==> src/rtl/cp_link_pkg.sv <==
// Shared constants and helpers for the coprocessor link interface and its FIFOs.
package cp_link_pkg;

    localparam int WORD_W        = 16;
    localparam int CP_FIFO_DEPTH = 8;

    // Occupancy counters need one extra bit so that a completely full FIFO (DEPTH) is representable.
    function automatic int cp_cnt_w(input int depth);
        return $clog2(depth) + 1;
    endfunction

endpackage

==> src/rtl/cp_sync_fifo.sv <==
// Single-clock show-ahead FIFO: the head word is visible on o_data whenever the FIFO is non-empty.
module cp_sync_fifo
    import cp_link_pkg::*;
#(
    parameter int WIDTH = WORD_W,
    parameter int DEPTH = CP_FIFO_DEPTH
) (
    input  logic                         clk,
    input  logic                         rst,
    input  logic                         i_push,
    input  logic [WIDTH-1:0]             i_data,
    input  logic                         i_pop,
    output logic [WIDTH-1:0]             o_data,
    output logic                         o_full,
    output logic                         o_empty,
    output logic [cp_cnt_w(DEPTH)-1:0]   o_count
);

    localparam int AW = $clog2(DEPTH);
    localparam int CW = cp_cnt_w(DEPTH);

    logic [AW-1:0]    r_wr_ptr;
    logic [AW-1:0]    r_rd_ptr;
    logic [CW-1:0]    r_count;
    logic [WIDTH-1:0] r_mem [DEPTH];
    logic             w_push_en;
    logic             w_pop_en;

    assign o_empty   = (r_count == CW'(0));
    assign o_full    = (r_count == CW'(DEPTH));
    assign w_push_en = i_push & ~o_full;
    assign w_pop_en  = i_pop & ~o_empty;
    // Forcing zero when empty keeps the head output clean during and right after reset.
    assign o_data    = o_empty ? {WIDTH{1'b0}} : r_mem[r_rd_ptr];
    assign o_count   = r_count;

    // Storage write port; contents need no reset because reads are masked while empty.
    always_ff @(posedge clk) begin
        if (w_push_en) begin
            r_mem[r_wr_ptr] <= i_data;
        end
    end

    // Pointer and occupancy bookkeeping; pointers wrap naturally since DEPTH is a power of two.
    always_ff @(posedge clk or negedge rst) begin
        if (!rst) begin
            r_wr_ptr <= {AW{1'b0}};
            r_rd_ptr <= {AW{1'b0}};
            r_count  <= {CW{1'b0}};
        end else begin
            if (w_push_en) begin
                r_wr_ptr <= r_wr_ptr + AW'(1);
            end
            if (w_pop_en) begin
                r_rd_ptr <= r_rd_ptr + AW'(1);
            end
            case ({w_push_en, w_pop_en})
                2'b10:   r_count <= r_count + CW'(1);
                2'b01:   r_count <= r_count - CW'(1);
                default: r_count <= r_count;
            endcase
        end
    end

endmodule

==> src/rtl/cp_link_interface.sv <==
// GPP <-> interconnect link: TX and RX show-ahead FIFOs with valid/ready glue and sticky error flags.
module cp_link_interface
    import cp_link_pkg::*;
#(
    parameter int WIDTH = WORD_W,
    parameter int DEPTH = CP_FIFO_DEPTH
) (
    input  logic                       clk,
    input  logic                       rst,
    input  logic [WIDTH-1:0]           gpp_tx_data,
    input  logic                       gpp_trf_cp,
    output logic                       tx_full,
    output logic [cp_cnt_w(DEPTH)-1:0] tx_count,
    output logic                       link_tx_valid,
    output logic [WIDTH-1:0]           link_tx_data,
    input  logic                       link_tx_ready,
    input  logic                       link_rx_valid,
    input  logic [WIDTH-1:0]           link_rx_data,
    output logic                       link_rx_ready,
    input  logic                       gpp_rtr_cp,
    output logic [WIDTH-1:0]           RAM_rx_data_out,
    output logic                       data_rx_flag,
    output logic [cp_cnt_w(DEPTH)-1:0] rx_count,
    input  logic                       err_clr,
    output logic                       tx_overflow,
    output logic                       rx_underflow
);

    logic r_ready_en;
    logic r_tx_overflow;
    logic r_rx_underflow;
    logic w_tx_overflow_nxt;
    logic w_rx_underflow_nxt;
    logic w_tx_full;
    logic w_tx_empty;
    logic w_rx_full;
    logic w_rx_empty;
    logic w_tx_pop;
    logic w_rx_push;

    assign tx_full       = w_tx_full;
    assign link_tx_valid = ~w_tx_empty;
    assign data_rx_flag  = ~w_rx_empty;
    // RX stays closed while in reset and opens on the first clock edge after release.
    assign link_rx_ready = r_ready_en & ~w_rx_full;
    assign w_tx_pop      = link_tx_valid & link_tx_ready;
    assign w_rx_push     = link_rx_valid & link_rx_ready;
    assign tx_overflow   = r_tx_overflow;
    assign rx_underflow  = r_rx_underflow;

    cp_sync_fifo #(
        .WIDTH (WIDTH),
        .DEPTH (DEPTH)
    ) u_tx_fifo (
        .clk     (clk),
        .rst     (rst),
        .i_push  (gpp_trf_cp),
        .i_data  (gpp_tx_data),
        .i_pop   (w_tx_pop),
        .o_data  (link_tx_data),
        .o_full  (w_tx_full),
        .o_empty (w_tx_empty),
        .o_count (tx_count)
    );

    cp_sync_fifo #(
        .WIDTH (WIDTH),
        .DEPTH (DEPTH)
    ) u_rx_fifo (
        .clk     (clk),
        .rst     (rst),
        .i_push  (w_rx_push),
        .i_data  (link_rx_data),
        .i_pop   (gpp_rtr_cp),
        .o_data  (RAM_rx_data_out),
        .o_full  (w_rx_full),
        .o_empty (w_rx_empty),
        .o_count (rx_count)
    );

    // Sticky error next-state: a new error outranks a same-cycle clear.
    always_comb begin
        w_tx_overflow_nxt  = r_tx_overflow;
        w_rx_underflow_nxt = r_rx_underflow;
        if (gpp_trf_cp && w_tx_full) begin
            w_tx_overflow_nxt = 1'b1;
        end else if (err_clr) begin
            w_tx_overflow_nxt = 1'b0;
        end else begin
            w_tx_overflow_nxt = r_tx_overflow;
        end
        if (gpp_rtr_cp && w_rx_empty) begin
            w_rx_underflow_nxt = 1'b1;
        end else if (err_clr) begin
            w_rx_underflow_nxt = 1'b0;
        end else begin
            w_rx_underflow_nxt = r_rx_underflow;
        end
    end

    // Error flag and RX-enable registers.
    always_ff @(posedge clk or negedge rst) begin
        if (!rst) begin
            r_ready_en     <= 1'b0;
            r_tx_overflow  <= 1'b0;
            r_rx_underflow <= 1'b0;
        end else begin
            r_ready_en     <= 1'b1;
            r_tx_overflow  <= w_tx_overflow_nxt;
            r_rx_underflow <= w_rx_underflow_nxt;
        end
    end

endmodule

==> config.mk <==
export PLATFORM = sky130hd
export DESIGN_NAME = cp_link_interface
export DESIGN_NICKNAME = d
export VERILOG_FILES = /design/src/rtl/cp_link_pkg.sv /design/src/rtl/cp_sync_fifo.sv /design/src/rtl/cp_link_interface.sv
export SDC_FILE = /design/constraint.sdc
export NUM_CORES = 1
export LEC_CHECK = 0
export CORE_ASPECT_RATIO = 1.4
export CORE_MARGIN = 4
export CORE_UTILIZATION = 60
export DETAILED_ROUTE_END_ITERATION = 16
export GPL_TIMING_DRIVEN = 0
export MAX_ROUTING_LAYER = met4
export PLACE_DENSITY = 0.79
export SYNTH_ARGS = -nofsm -noshare
export SYNTH_HDL_FRONTEND = slang
export SYNTH_SLANG_ARGS = --single-unit
==> constraint.sdc <==
create_clock -name clk -period 8.4 [get_ports clk]
set_clock_uncertainty 0.05 [all_clocks]
set_input_delay 2.52 -clock clk [delete_from_list [all_inputs] [get_ports clk]]
set_output_delay 2.52 -clock clk [all_outputs]
set_load 0.01 [all_outputs]
# After elaboration in Yosys (flattened, before gate mapping)
# Memory sizes are Yosys's and may differ from the RTL's.
# Index checks and enable logic that the tools add are counted.
# Widths: inputs -> output; s select.
[classes] n_bitwise=11 add_sub_neg=8 n_eq_ne=6 reduce_logical=8 n_mux=11
[op_table] operator="$mux 16" n=2
[op_table] operator="$pmux 4 s2" n=2
[op_table] operator="$add 3x1->3 const B" n=4
[op_table] operator="$add 4x1->4 const B" n=2
[op_table] operator="$eq 4x4->1 const B" n=2
[op_table] operator="$logic_not 4->1" n=2
[op_table] operator="$reduce_bool 2->1" n=4
[op_table] operator="$sub 4x1->4 const B" n=2
[op_table] operator="$and 1x1->1" n=7
[op_table] operator="$mux 1" n=7
[op_table] operator="$eq 2x1->1 const B" n=2
[op_table] operator="$eq 2x2->1 const B" n=2
[op_table] operator="$not 1->1" n=4
[op_table] operator="$logic_and 1x1->1" n=2
[totals] word_cells=55 mem_count=2 out_inout_bits=46 mem_bits_rw=256 inputBits=39 register_bits=23
[mem_list] name="u_rx_fifo.r_mem" depth=8 width=16 rd=1 rd_ports_with_merged_regs=0 write_ports=1 line_no="cp_sync_fifo.sv:25" source="logic [WIDTH-1:0] r_mem [DEPTH];"
[mem_list] name="u_tx_fifo.r_mem" depth=8 width=16 rd=1 rd_ports_with_merged_regs=0 write_ports=1 line_no="cp_sync_fifo.sv:25"

# Logic depth before layout (Yosys ltp)
# Gate-level depths: netlist of run 1.
[depth] depth_word=7 depth_mapped=12 ltp_nobuf=10

# Cells and area by module
# A second synthesis of run 1 with hierarchy kept.
[hier_totals] hier_cells=545 hier_area_um2=11100.6
[by_module_without_submodules] module="cp_sync_fifo" area_each_um2=5481.5 instances=2 seq_area_each_um2=4093.9 cells_per_inst=265
[by_module_without_submodules] module="cp_link_interface" area_each_um2=137.6 instances=1 seq_area_each_um2=75.1 cells_per_inst=15

# Worst setup path before layout of run 1
# Ideal clock, no wire load.
[synth_timing] path_type="input-to-reg" startpoint="input link_rx_valid" endpoint="memory u_rx_fifo.r_mem[0][0] (netlist bit) (enable)" t_arrival_ns=4.282 n_path_buf=0 setup_ns=0.430 t_required_ns=7.920 slack_ns=3.638 cell_stages=2 cell_sequence="nand2_1 nor4_1"
[synth_between] elab_chain_len=4
[synth_lines] item="from (decl)" line_no="cp_link_interface.sv:17" source="input logic link_rx_valid,"
[synth_lines] item="$and 1x1->1" line_no="cp_link_interface.sv:47" source="assign w_rx_push = link_rx_valid & link_rx_ready;"
[synth_lines] item="$and 1x1->1" line_no="cp_sync_fifo.sv:31" source="assign w_push_en = i_push & ~o_full;"
[synth_lines] item="$mux 1" line_no="cp_sync_fifo.sv:39" source="if (w_push_en) begin"
[synth_lines] item="$mux 1 (implied by the code)" line_no="cp_sync_fifo.sv:40" source="r_mem[r_wr_ptr] <= i_data;"
[synth_lines] item="to (decl)" line_no="cp_sync_fifo.sv:25"
# Every way passes these cells.

# Worst setup path in the final report of run 1
[layout_timing] startpoint="register u_rx_fifo.r_rd_ptr[1]" endpoint="output RAM_rx_data_out[6]"
[layout_between] elab_chain_len=2
[layout_lines] item="from (decl)" line_no="cp_sync_fifo.sv:23" source="logic [AW-1:0] r_rd_ptr;"
[layout_lines] item="from (signal assigned)" line_no="cp_sync_fifo.sv:48" source="r_rd_ptr <= {AW{1'b0}};"
[layout_lines] item="from (signal assigned)" line_no="cp_sync_fifo.sv:55" source="r_rd_ptr <= r_rd_ptr + AW'(1);"
[layout_lines] item="$mem_v2 8x16"
[layout_lines] item="$mux 16" line_no="cp_sync_fifo.sv:34" source="assign o_data = o_empty ? {WIDTH{1'b0}} : r_mem[r_rd_ptr];"
[layout_lines] item="to (decl)" line_no="cp_link_interface.sv:21" source="output logic [WIDTH-1:0] RAM_rx_data_out,"
# Every way passes these cells.

==> results of run 1 <==
==> layer usage <==
layer	vias up	part of all wire [%]	wire length, µm
met5	-	0	0
met4	0	4.1	967
met3	71	5.3	1260
met2	224	56	13300
met1	2887	34	8010
li1	2432	-	-
==> kinds of logic after synthesis <==
family,synth area share (%)
AND/OR/NAND/NOR,4.02
flip-flops,74.8
XOR/XNOR,1.11
buffers and inverters,1.53
AO/OA/AOI/OAI,0.668
multiplexers,16.5
other,0.0340
adder cells (fa/ha/maj),1.31
==> critical path, delay by kind of cell (launching register included) <==
kind                   cells  cell delay, ns
and+or+nand+nor            1            0.07
buffers and inverters      3            1.58
DFF                        1            0.37
muxes                      2            0.58
==> stage by stage <==
step | utilization (%) | total power, mW | instance area [µm²] | worst slack [ns] | cells
after floorplan | - | 2.81 | 11000 | 3.64 | 544
after global placement | 67.7 | 3.43 | 12200 | 1.32 | 868
after detailed placement | 69.5 | 3.55 | 12500 | 3.31 | 888
after CTS | 74.2 | 4.74 | 13400 | 2.73 | 933
after global routing | 74.2 | 4.92 | 13400 | 2.59 | 934
final | 74.2 | 4.70 | 13400 | 2.70 | 934
==> placed cells by master, fill, tap and decap left out, types with 4 or more instances in the layout <==
cell             instances
mux4_2                  64
nor3_2                   6
buf_2                   12
xnor2_1                  7
buf_6                    8
mux2i_1                 33
inv_1                    7
clkbuf_1                13
ha_1                    10
buf_8                   12
bufinv_16                4
o21ai_0                  5
clkinvlp_4               7
dfrtp_1                 23
nor2_2                   9
clkdlybuf4s50_1         84
clkbuf_16               25
xor2_1                   7
nor2_1                  34
edfxtp_1               256
nand2b_1                 7
nand2_1                 16
==> Yosys cell counts, drive strengths merged, types with 2 or more instances <==
library cell | count | area [µm²]
clkbuf | 10 | 37.5
nor3 | 8 | 40.0
inv | 10 | 37.5
xor2 | 7 | 61.3
buf | 17 | 93.8
nand3 | 2 | 10.0
nor3b | 2 | 15.0
xnor2 | 7 | 61.3
o21ai | 5 | 25.0
mux2i | 33 | 330
edfxtp | 256 | 7690
and2 | 2 | 15.0
a21oi | 3 | 15.0
ha | 10 | 125
mux2 | 4 | 52.6
mux4 | 64 | 1440
dfrtp | 23 | 576
nand2b | 7 | 43.8
nor4 | 4 | 55.1
nor2 | 43 | 161
nand2 | 16 | 60.1
==> flip-flops by register name, indices dropped and copies added (netlist names) <==
name and count:
u_tx_fifo.r_rd_ptr 3, u_tx_fifo.r_mem 128, u_tx_fifo.o_count 4, u_rx_fifo.r_mem 128, tx_overflow 1, r_ready_en 1, u_rx_fifo.o_count 4, u_rx_fifo.r_wr_ptr 3
u_tx_fifo.r_wr_ptr 3, u_rx_fifo.r_rd_ptr 3, rx_underflow 1
==> final timing paths <==
| kind | from | depth (start not counted) | slack [ns] | end |
|---|---|---|---|---|
| setup / recovery | u_rx_fifo.r_rd_ptr[1]$_DFFE_PN0P_ | 6 | 2.70 | RAM_rx_data_out[6] |
| hold / removal | rx_underflow$_DFFE_PN0P_ | 2 | 0.48 | rx_underflow$_DFFE_PN0P_ |
| setup reg to reg | u_tx_fifo.o_count[0]$_DFFE_PN0P_ | 10 | 5.38 | u_tx_fifo.o_count[3]$_DFFE_PN0P_ |
| hold reg to reg | rx_underflow$_DFFE_PN0P_ | 2 | 0.48 | rx_underflow$_DFFE_PN0P_ |
| max in group asynchronous | rst | 1 | 5.02 | u_tx_fifo.r_rd_ptr[0]$_DFFE_PN0P_ |
| min in group asynchronous | rst | 1 | 2.57 | u_tx_fifo.o_count[0]$_DFFE_PN0P_ |
==> where the power goes <==
part           internal (mW)  leakage [nW]  switching (mW)
registers               1.71          2.59           0.107
logic                  0.861          1.51           0.842
clock network          0.681         0.394           0.494
==> cell type report <==
cell class / count / share of cell area [%]
Sequential cell: 279 / 61.8
Multi-Input combinational cell: 228 / 20.0
Timing Repair Buffer: 104 / 8.26
Clock buffer: 29 / 4.87
Tap cell: 240 / 2.25
Clock inverter: 16 / 1.50
Buffer: 27 / 0.983
Inverter: 10 / 0.281
Antenna cell: 1 / 0.0187
==> results.sh, run 1 <==
export IMPL_core_area_mm2=0.0180
export IMPL_die_h_um=169
export IMPL_p_leak_nw=4.50
export IMPL_use_met1_pct=27.8
export IMPL_dp_hpwl_um=15600
export IMPL_syn2layout_area_growth_pct=21.0
export IMPL_start_util_pct=61.4
export IMPL_worst_slew_pin_slew_ns=1.17
export IMPL_drt_iter0_drc=567
export IMPL_hold_ws_ns=0.477
export IMPL_setup_tns_final_ns=0
export IMPL_seqCellArea_mm2=0.00826
export IMPL_clk_latency_ns=0.52
export IMPL_ys_seq_area_share_pct=74.8
export IMPL_status="finished clean"
export IMPL_cts_tree="yes"
export IMPL_p_per_area_mw_per_mm2=352
export IMPL_clkTransAtPathRegs_ns=0.07
export IMPL_max_vdd_ir_drop_v=0.000252
export IMPL_path_class="register to output port"
export IMPL_grt_max_degree=24
export IMPL_die_w_um=123
export IMPL_die_area_mm2=0.0207
export IMPL_cts_setup_buffers=0
export IMPL_port_buffer_count=84
export IMPL_maxCapViolCount=0
export IMPL_synth_ff_type="edfxtp_1"
export IMPL_grt_pass1_vias=6143
export IMPL_grt_pass1_wl_um=36500
export IMPL_wl_um=23500
export IMPL_slew_viol_final=0
export IMPL_via_per_inst=6.01
export IMPL_yosysWarnings=0
export IMPL_critPathArrivalTime_ns=3.13
export IMPL_multi_input_area_mm2=0.00267
export IMPL_ys_ff_latch=279
export IMPL_h_tree_depth=1
export IMPL_crit_chain="buf_1, clkbuf_1, mux4_2, mux2i_1, nor2_1, clkdlybuf4s50_1"
export IMPL_synthCells=544
export IMPL_endpoint_kind="output port"
export IMPL_cpPeakStageDelay_ns=0.78
export IMPL_drc=0
export IMPL_grt_met2_usage_pct=43.8
export IMPL_cts_resized=0
export IMPL_cp_slowest_cell="clkbuf_1"
export IMPL_place_gp_congestion=0.767
export IMPL_fmax_ghz=0.176
export IMPL_rsz0062_at_grt="false"
export IMPL_hold_violations=0
export IMPL_cts_root_buf="clkbuf_16"
export IMPL_syn_cell_area_mm2=0.0110
export IMPL_grt_usage_pct=24.6
export IMPL_ant_nets=0
export IMPL_min_period_ns=5.70
export IMPL_cts_buffer_depth=3
export IMPL_setup_viol=0
export IMPL_hold_buffers=0
export IMPL_worstPathMaxFanout=10
export IMPL_period_share_pct=67.8
export IMPL_nFillCells=1051
export IMPL_min_path_type="register to register"
export IMPL_grt_overflow_total=0
export IMPL_synth_edf_count=256
export IMPL_fin_nets=725
export IMPL_critPathLaunchType="register"
export IMPL_synth_nets=594
export IMPL_num_vias=5614
export IMPL_wl_per_cell_um=25.2
export IMPL_yosysUniqueCellTypes=39
export IMPL_async_flop_share_pct=8.24
export IMPL_drt_pass1_iterations=5
export IMPL_cts_buffers=25
export IMPL_groute_layer_met3_usage_pct=3.58
export IMPL_cp_required_ns=5.83
export IMPL_grt_busiest_layer="met2"
export IMPL_cts_sinks=279
export IMPL_avgSynthCellArea_um2=20.3
export IMPL_maxSlewHeadroom_pct=21.5
export IMPL_antenna_found_initial=1
export IMPL_rows=58
export IMPL_drive_gt1_share_pct=23.8
export IMPL_ios=85
Power figures use the tool's default switching activity.
==> run 2, diff against run 1 <==
--- a/config.mk
+++ b/config.mk
@@ -7,11 +7,11 @@
 export LEC_CHECK = 0
 export CORE_ASPECT_RATIO = 1.4
 export CORE_MARGIN = 4
-export CORE_UTILIZATION = 60
+export CORE_UTILIZATION = 52
 export DETAILED_ROUTE_END_ITERATION = 16
 export GPL_TIMING_DRIVEN = 0
 export MAX_ROUTING_LAYER = met4
-export PLACE_DENSITY = 0.79
+export PLACE_DENSITY = 0.72
 export SYNTH_ARGS = -nofsm -noshare
 export SYNTH_HDL_FRONTEND = slang
 export SYNTH_SLANG_ARGS = --single-unit
==> constraint.sdc (replaced) <==
create_clock -name clk -period 4.8 [get_ports clk]
set_clock_uncertainty 0.05 [all_clocks]
set_input_delay 1.44 -clock clk [delete_from_list [all_inputs] [get_ports clk]]
set_output_delay 1.44 -clock clk [all_outputs]
set_load 0.01 [all_outputs]
==> results.sh, run 2 (synthesized netlist as in run 1, its figures left out) <==
export IMPL_cts_root_buf="clkbuf_16"
export IMPL_drt_iter0_drc=347
export IMPL_via_per_inst=5.74
export IMPL_cts_buffer_depth=3
export IMPL_critPathLaunchType="register"
export IMPL_core_area_mm2=0.0207
export IMPL_ios=85
export IMPL_rsz0062_at_grt="false"
export IMPL_cts_resized=0
export IMPL_p_total_mw=8.06
export IMPL_seqPwrFrac_pct=39.3
export IMPL_worst_slew_pin_slew_ns=1.21
export IMPL_setup_viol=0
export IMPL_grt_overflow_total=0
export IMPL_p_leak_nw=4.54
export IMPL_clkPwrFrac_pct=24.1
export IMPL_cts_setup_buffers=0
export IMPL_path_class="register to output port"
export IMPL_drt_pass1_iterations=5
export IMPL_grt_usage_pct=19.8
export IMPL_rows=62
export IMPL_place_gp_congestion=0.735
export IMPL_clkTransAtPathRegs_ns=0.06
export IMPL_wl_per_cell_um=23.5
export IMPL_slew_viol_final=0
export IMPL_min_period_ns=4.51
export IMPL_dp_hpwl_um=15600
export IMPL_cts_tree="yes"
export IMPL_cts_buffers=27
export IMPL_cp_required_ns=3.31
export IMPL_switching_share_pct=30.3
export IMPL_ant_nets=0
export IMPL_max_vdd_ir_drop_v=0.000345
export IMPL_largestRegisters="u_rx_fifo.r_mem: 128 flops, u_tx_fifo.r_mem: 128 flops"
export IMPL_num_vias=5501
export IMPL_setup_tns_final_ns=0
export IMPL_final_cell_mix="256 x edfxtp_1, 84 x clkdlybuf4s50_1, 64 x mux4_2"
export IMPL_clk_latency_ns=0.51
export IMPL_hold_ws_ns=0.477
export IMPL_final_core_util_pct=64.7
export IMPL_mostFrequentLayoutCell="edfxtp_1"
export IMPL_min_path_type="register to register"
export IMPL_grt_pass1_vias=6002
export IMPL_p_int_mw=5.62
export IMPL_wl_um=22500
export IMPL_port_buffer_count=84
export IMPL_worstPathMaxFanout=10
export IMPL_die_h_um=180
export IMPL_maxCapViolCount=0
export IMPL_start_util_pct=53.3
export IMPL_status="finished clean"
export IMPL_p_per_area_mw_per_mm2=602
export IMPL_critPathArrivalTime_ns=3.02
export IMPL_maxSlewHeadroom_pct=19.0
export IMPL_hold_buffers=0
export IMPL_h_tree_depth=1
export IMPL_hold_violations=0
export IMPL_fmax_ghz=0.222
export IMPL_grt_pass1_wl_um=34800
export IMPL_endpoint_kind="output port"
export IMPL_cts_sinks=279
export IMPL_switching_power_mw=2.45
export IMPL_grt_max_degree=24
export IMPL_antenna_found_initial=1
export IMPL_drive_gt1_share_pct=23.8
export IMPL_die_area_mm2=0.0237
export IMPL_drc=0
export IMPL_fin_nets=731
export IMPL_syn2layout_area_growth_pct=21.3
export IMPL_die_w_um=131
export IMPL_period_share_pct=93.9
export IMPL_combPwrFrac_pct=36.6
-- run 2: power groups by stage --
stage	registers, mW	clock network [mW]	logic [mW]
global placement	3.20	0	2.81
detailed placement	3.22	0	3.00
floorplan	3.19	0	1.73
CTS	3.17	1.98	3.01
global route	3.20	2.07	3.18
finish	3.17	1.94	2.95
-- run 2: through the flow --
| step | setup slack, ns | cells | instance area (µm²) |
|---|---|---|---|
| after floorplan | 1.12 | 544 | 11000 |
| after global placement | -1.37 | 884 | 12200 |
| after detailed placement | 0.847 | 908 | 12600 |
| after CTS | 0.289 | 957 | 13400 |
| after global routing | 0.177 | 958 | 13400 |
| final | 0.293 | 958 | 13400 |
-- run 2: final timing paths --
kind | to | slack, ns | start | depth (start not counted)
hold / removal | rx_underflow$_DFFE_PN0P_ | 0.48 | rx_underflow$_DFFE_PN0P_ | 2
min in group asynchronous | u_tx_fifo.o_count[1]$_DFFE_PN0P_ | 1.52 | rst | 1
hold reg to reg | rx_underflow$_DFFE_PN0P_ | 0.48 | rx_underflow$_DFFE_PN0P_ | 2
setup reg to reg | u_rx_fifo.o_count[2]$_DFFE_PN0P_ | 1.84 | u_rx_fifo.o_count[2]$_DFFE_PN0P_ | 12
max in group asynchronous | u_rx_fifo.r_wr_ptr[2]$_DFFE_PN0P_ | 2.46 | rst | 1
setup / recovery | RAM_rx_data_out[12] | 0.29 | u_rx_fifo.r_rd_ptr[1]$_DFFE_PN0P_ | 6
-- run 2: per-layer routing --
layer	GRT usage, %	up-vias	part of all wire [%]
li1	-	2458	-
met1	22.3	2844	36
met2	36.4	162	56
met3	3.41	37	5.1
met4	5.59	0	2.4
met5	-	-	0
-- run 2: cell type report --
cell class              count  area, µm²
plain buffers              27        131
flip-flops and latches    279       8260
inverters                  10       37.5
well taps                 256        320
diodes                      1       2.50
repair buffers            108       1150
clock inverters             8       46.3
multi-input cells         228       2670
clock buffers              41        768
fillers                  1370       7320
-- run 2: critical path, stage by stage, from the launching register on --
cell and delay, ns:
dfrtp_1 0.35, buf_1 0.26, clkbuf_1 0.66, mux4_2 0.35, mux2i_1 0.07, nor2_1 0.22
clkdlybuf4s50_1 0.58
==> run 3, diff against run 2 <==
--- a/config.mk
+++ b/config.mk
@@ -6,12 +6,13 @@
 export NUM_CORES = 1
 export LEC_CHECK = 0
 export CORE_ASPECT_RATIO = 1.4
-export CORE_MARGIN = 4
-export CORE_UTILIZATION = 52
+export CORE_MARGIN = 2
+export CORE_UTILIZATION = 60
+export CTS_CLUSTER_DIAMETER = 60
 export DETAILED_ROUTE_END_ITERATION = 16
 export GPL_TIMING_DRIVEN = 0
 export MAX_ROUTING_LAYER = met4
-export PLACE_DENSITY = 0.72
+export PLACE_DENSITY = 0.79
 export SYNTH_ARGS = -nofsm -noshare
 export SYNTH_HDL_FRONTEND = slang
 export SYNTH_SLANG_ARGS = --single-unit
==> constraint.sdc (replaced) <==
create_clock -name clk -period 5.5 [get_ports clk]
set_clock_uncertainty 0.05 [all_clocks]
set_input_delay 1.65 -clock clk [delete_from_list [all_inputs] [get_ports clk]]
set_output_delay 1.65 -clock clk [all_outputs]
set_load 0.01 [all_outputs]
==> results.sh, run 3 (synthesized netlist as in run 1, its figures left out) <==
export IMPL_die_h_um=165
export IMPL_cts_buffers=25
export IMPL_final_core_util_pct=73.8
export IMPL_worst_slew_pin_slew_ns=1.17
export IMPL_ios=85
export IMPL_p_per_area_mw_per_mm2=527
export IMPL_clk_latency_ns=0.51
export IMPL_cts_sinks=279
export IMPL_p_total_mw=6.99
export IMPL_grt_max_degree=24
export IMPL_setup_ws_ns=0.801
export IMPL_worstPathMaxFanout=10
export IMPL_crit_chain="clkbuf_1, clkbuf_1, mux4_2, mux2i_1, nor2_1, clkdlybuf4s50_1"
export IMPL_slew_viol_final=0
export IMPL_grt_pass1_wl_um=33900
export IMPL_grt_usage_pct=23.9
export IMPL_via_per_inst=5.89
export IMPL_core_area_mm2=0.0180
export IMPL_rows=58
export IMPL_die_w_um=119
export IMPL_seqPwrFrac_pct=39.7
export IMPL_cts_buffer_depth=3
export IMPL_ant_nets=0
export IMPL_grt_pass1_vias=6035
export IMPL_max_vdd_ir_drop_v=0.000399
export IMPL_wl_um=21700
export IMPL_antenna_found_initial=0
export IMPL_drt_iter0_drc=357
export IMPL_start_util_pct=61.4
export IMPL_wl_per_cell_um=23.4
export IMPL_port_buffer_count=84
export IMPL_period_share_pct=85.4
export IMPL_drt_pass1_iterations=5
export IMPL_min_period_ns=4.70
export IMPL_instances_no_fill=930
export IMPL_drive_gt1_share_pct=22.5
export IMPL_grt_overflow_total=0
export IMPL_status="finished clean"
export IMPL_final_area_mm2=0.0133
export IMPL_p_leak_nw=4.47
export IMPL_combPwrFrac_pct=36.5
export IMPL_rsz0062_at_grt="false"
export IMPL_cts_root_buf="clkbuf_16"
export IMPL_min_path_type="register to register"
export IMPL_cts_tree="yes"
export IMPL_cp_required_ns=3.80
export IMPL_critPathArrivalTime_ns=3.00
export IMPL_maxCapViolCount=0
export IMPL_cts_setup_buffers=0
export IMPL_path_class="register to output port"
export IMPL_final_cell_mix="256 x edfxtp_1, 84 x clkdlybuf4s50_1, 64 x mux4_2"
export IMPL_post_place_ws_ns=1.32
export IMPL_dp_hpwl_um=14700
export IMPL_fmax_ghz=0.213
export IMPL_num_vias=5482
export IMPL_seqCellArea_mm2=0.00826
export IMPL_h_tree_depth=1
export IMPL_p_int_mw=4.88
export IMPL_hold_buffers=0
export IMPL_cpMostUsedCell="clkbuf_1"
export IMPL_clkPwrFrac_pct=23.9
export IMPL_dp_cells=885
export IMPL_critPathLaunchType="register"
export IMPL_cpPeakStageDelay_ns=0.62
export IMPL_endpoint_kind="output port"
export IMPL_setup_viol=0
export IMPL_hold_ws_ns=0.483
export IMPL_setup_tns_final_ns=0
export IMPL_nFillCells=1084
export IMPL_largestRegisters="u_rx_fifo.r_mem: 128 flops, u_tx_fifo.r_mem: 128 flops"
export IMPL_switching_share_pct=30.1
export IMPL_syn2layout_area_growth_pct=20.2
export IMPL_fin_nets=722
export IMPL_clkTransAtPathRegs_ns=0.06
export IMPL_cp_slowest_cell="clkbuf_1"
export IMPL_post_dp_cell_area_mm2=0.0125
export IMPL_maxSlewHeadroom_pct=21.4
export IMPL_switching_power_mw=2.11
export IMPL_place_gp_congestion=0.764
export IMPL_multi_input_area_mm2=0.00267
export IMPL_hold_violations=0
export IMPL_mostFrequentLayoutCell="edfxtp_1"
export IMPL_drc=0
export IMPL_cts_resized=0
export IMPL_die_area_mm2=0.0195
-- run 3: cell count changes in the layout (fill, tap and decap cells not counted) --
| cell | previous run | this run |
|---|---|---|
| bufinv_16 | 0 | 2 |
| buf_4 | 3 | 2 |
| clkbuf_16 | 27 | 25 |
| clkbuf_1 | 20 | 16 |
| buf_8 | 6 | 8 |
| clkinv_1 | 0 | 4 |
| clkinvlp_4 | 1 | 2 |
| clkbuf_8 | 4 | 2 |
| clkinv_2 | 6 | 1 |
| buf_6 | 15 | 8 |
| buf_16 | 2 | 1 |
| clkinv_8 | 0 | 1 |
-- run 3: worst max-delay path: cells and delay by family, from the launching register on --
kind,cells,cell delay (ns)
multiplexers,2,0.41
AND/OR/NAND/NOR,1,0.20
buffers and inverters,3,1.52
flip-flops,1,0.36
-- run 3: worst paths after layout --
| check | from | endpoint | depth (start not counted) | slack [ns] |
|---|---|---|---|---|
| worst min register to register | rx_underflow$_DFFE_PN0P_ | rx_underflow$_DFFE_PN0P_ | 2 | 0.48 |
| min in group asynchronous | rst | tx_overflow$_DFFE_PN0P_ | 1 | 1.71 |
| worst min-delay path | rx_underflow$_DFFE_PN0P_ | rx_underflow$_DFFE_PN0P_ | 2 | 0.48 |
| worst max-delay path | u_tx_fifo.r_rd_ptr[1]$_DFFE_PN0P_ | link_tx_data[2] | 6 | 0.80 |
| max in group asynchronous | rst | u_tx_fifo.r_rd_ptr[0]$_DFFE_PN0P_ | 1 | 2.98 |
| worst max register to register | u_tx_fifo.o_count[0]$_DFFE_PN0P_ | u_tx_fifo.o_count[3]$_DFFE_PN0P_ | 9 | 2.39 |
-- run 3: power groups by stage --
stage	sequential [mW]	combinational, mW	clock, mW
2_1_floorplan	2.79	1.51	0
3_3_place_gp	2.79	2.44	0
3_5_place_dp	2.81	2.57	0
4_1_cts	2.77	2.60	1.70
5_1_grt	2.80	2.75	1.78
6_report	2.77	2.55	1.67
-- run 3: area by class of cell --
class | count | share of cell area [%]
Clock inverter | 11 | 0.905
Sequential cell | 279 | 62.2
Multi-Input combinational cell | 228 | 20.1
Antenna cell | 1 | 0.0189
Buffer | 27 | 0.990
Tap cell | 240 | 2.26
Clock buffer | 33 | 5.09
Inverter | 10 | 0.283
Timing Repair Buffer | 101 | 8.07
-- run 3: layer usage --
metal / part of all wire (%) / vias to the layer above / global-route usage [%]
met5: 0 / - / -
met4: 2.0 / 0 / 7.25
met3: 4.5 / 37 / 2.90
met2: 57 / 184 / 44.1
met1: 37 / 2835 / 27.4
li1: - / 2426 / -
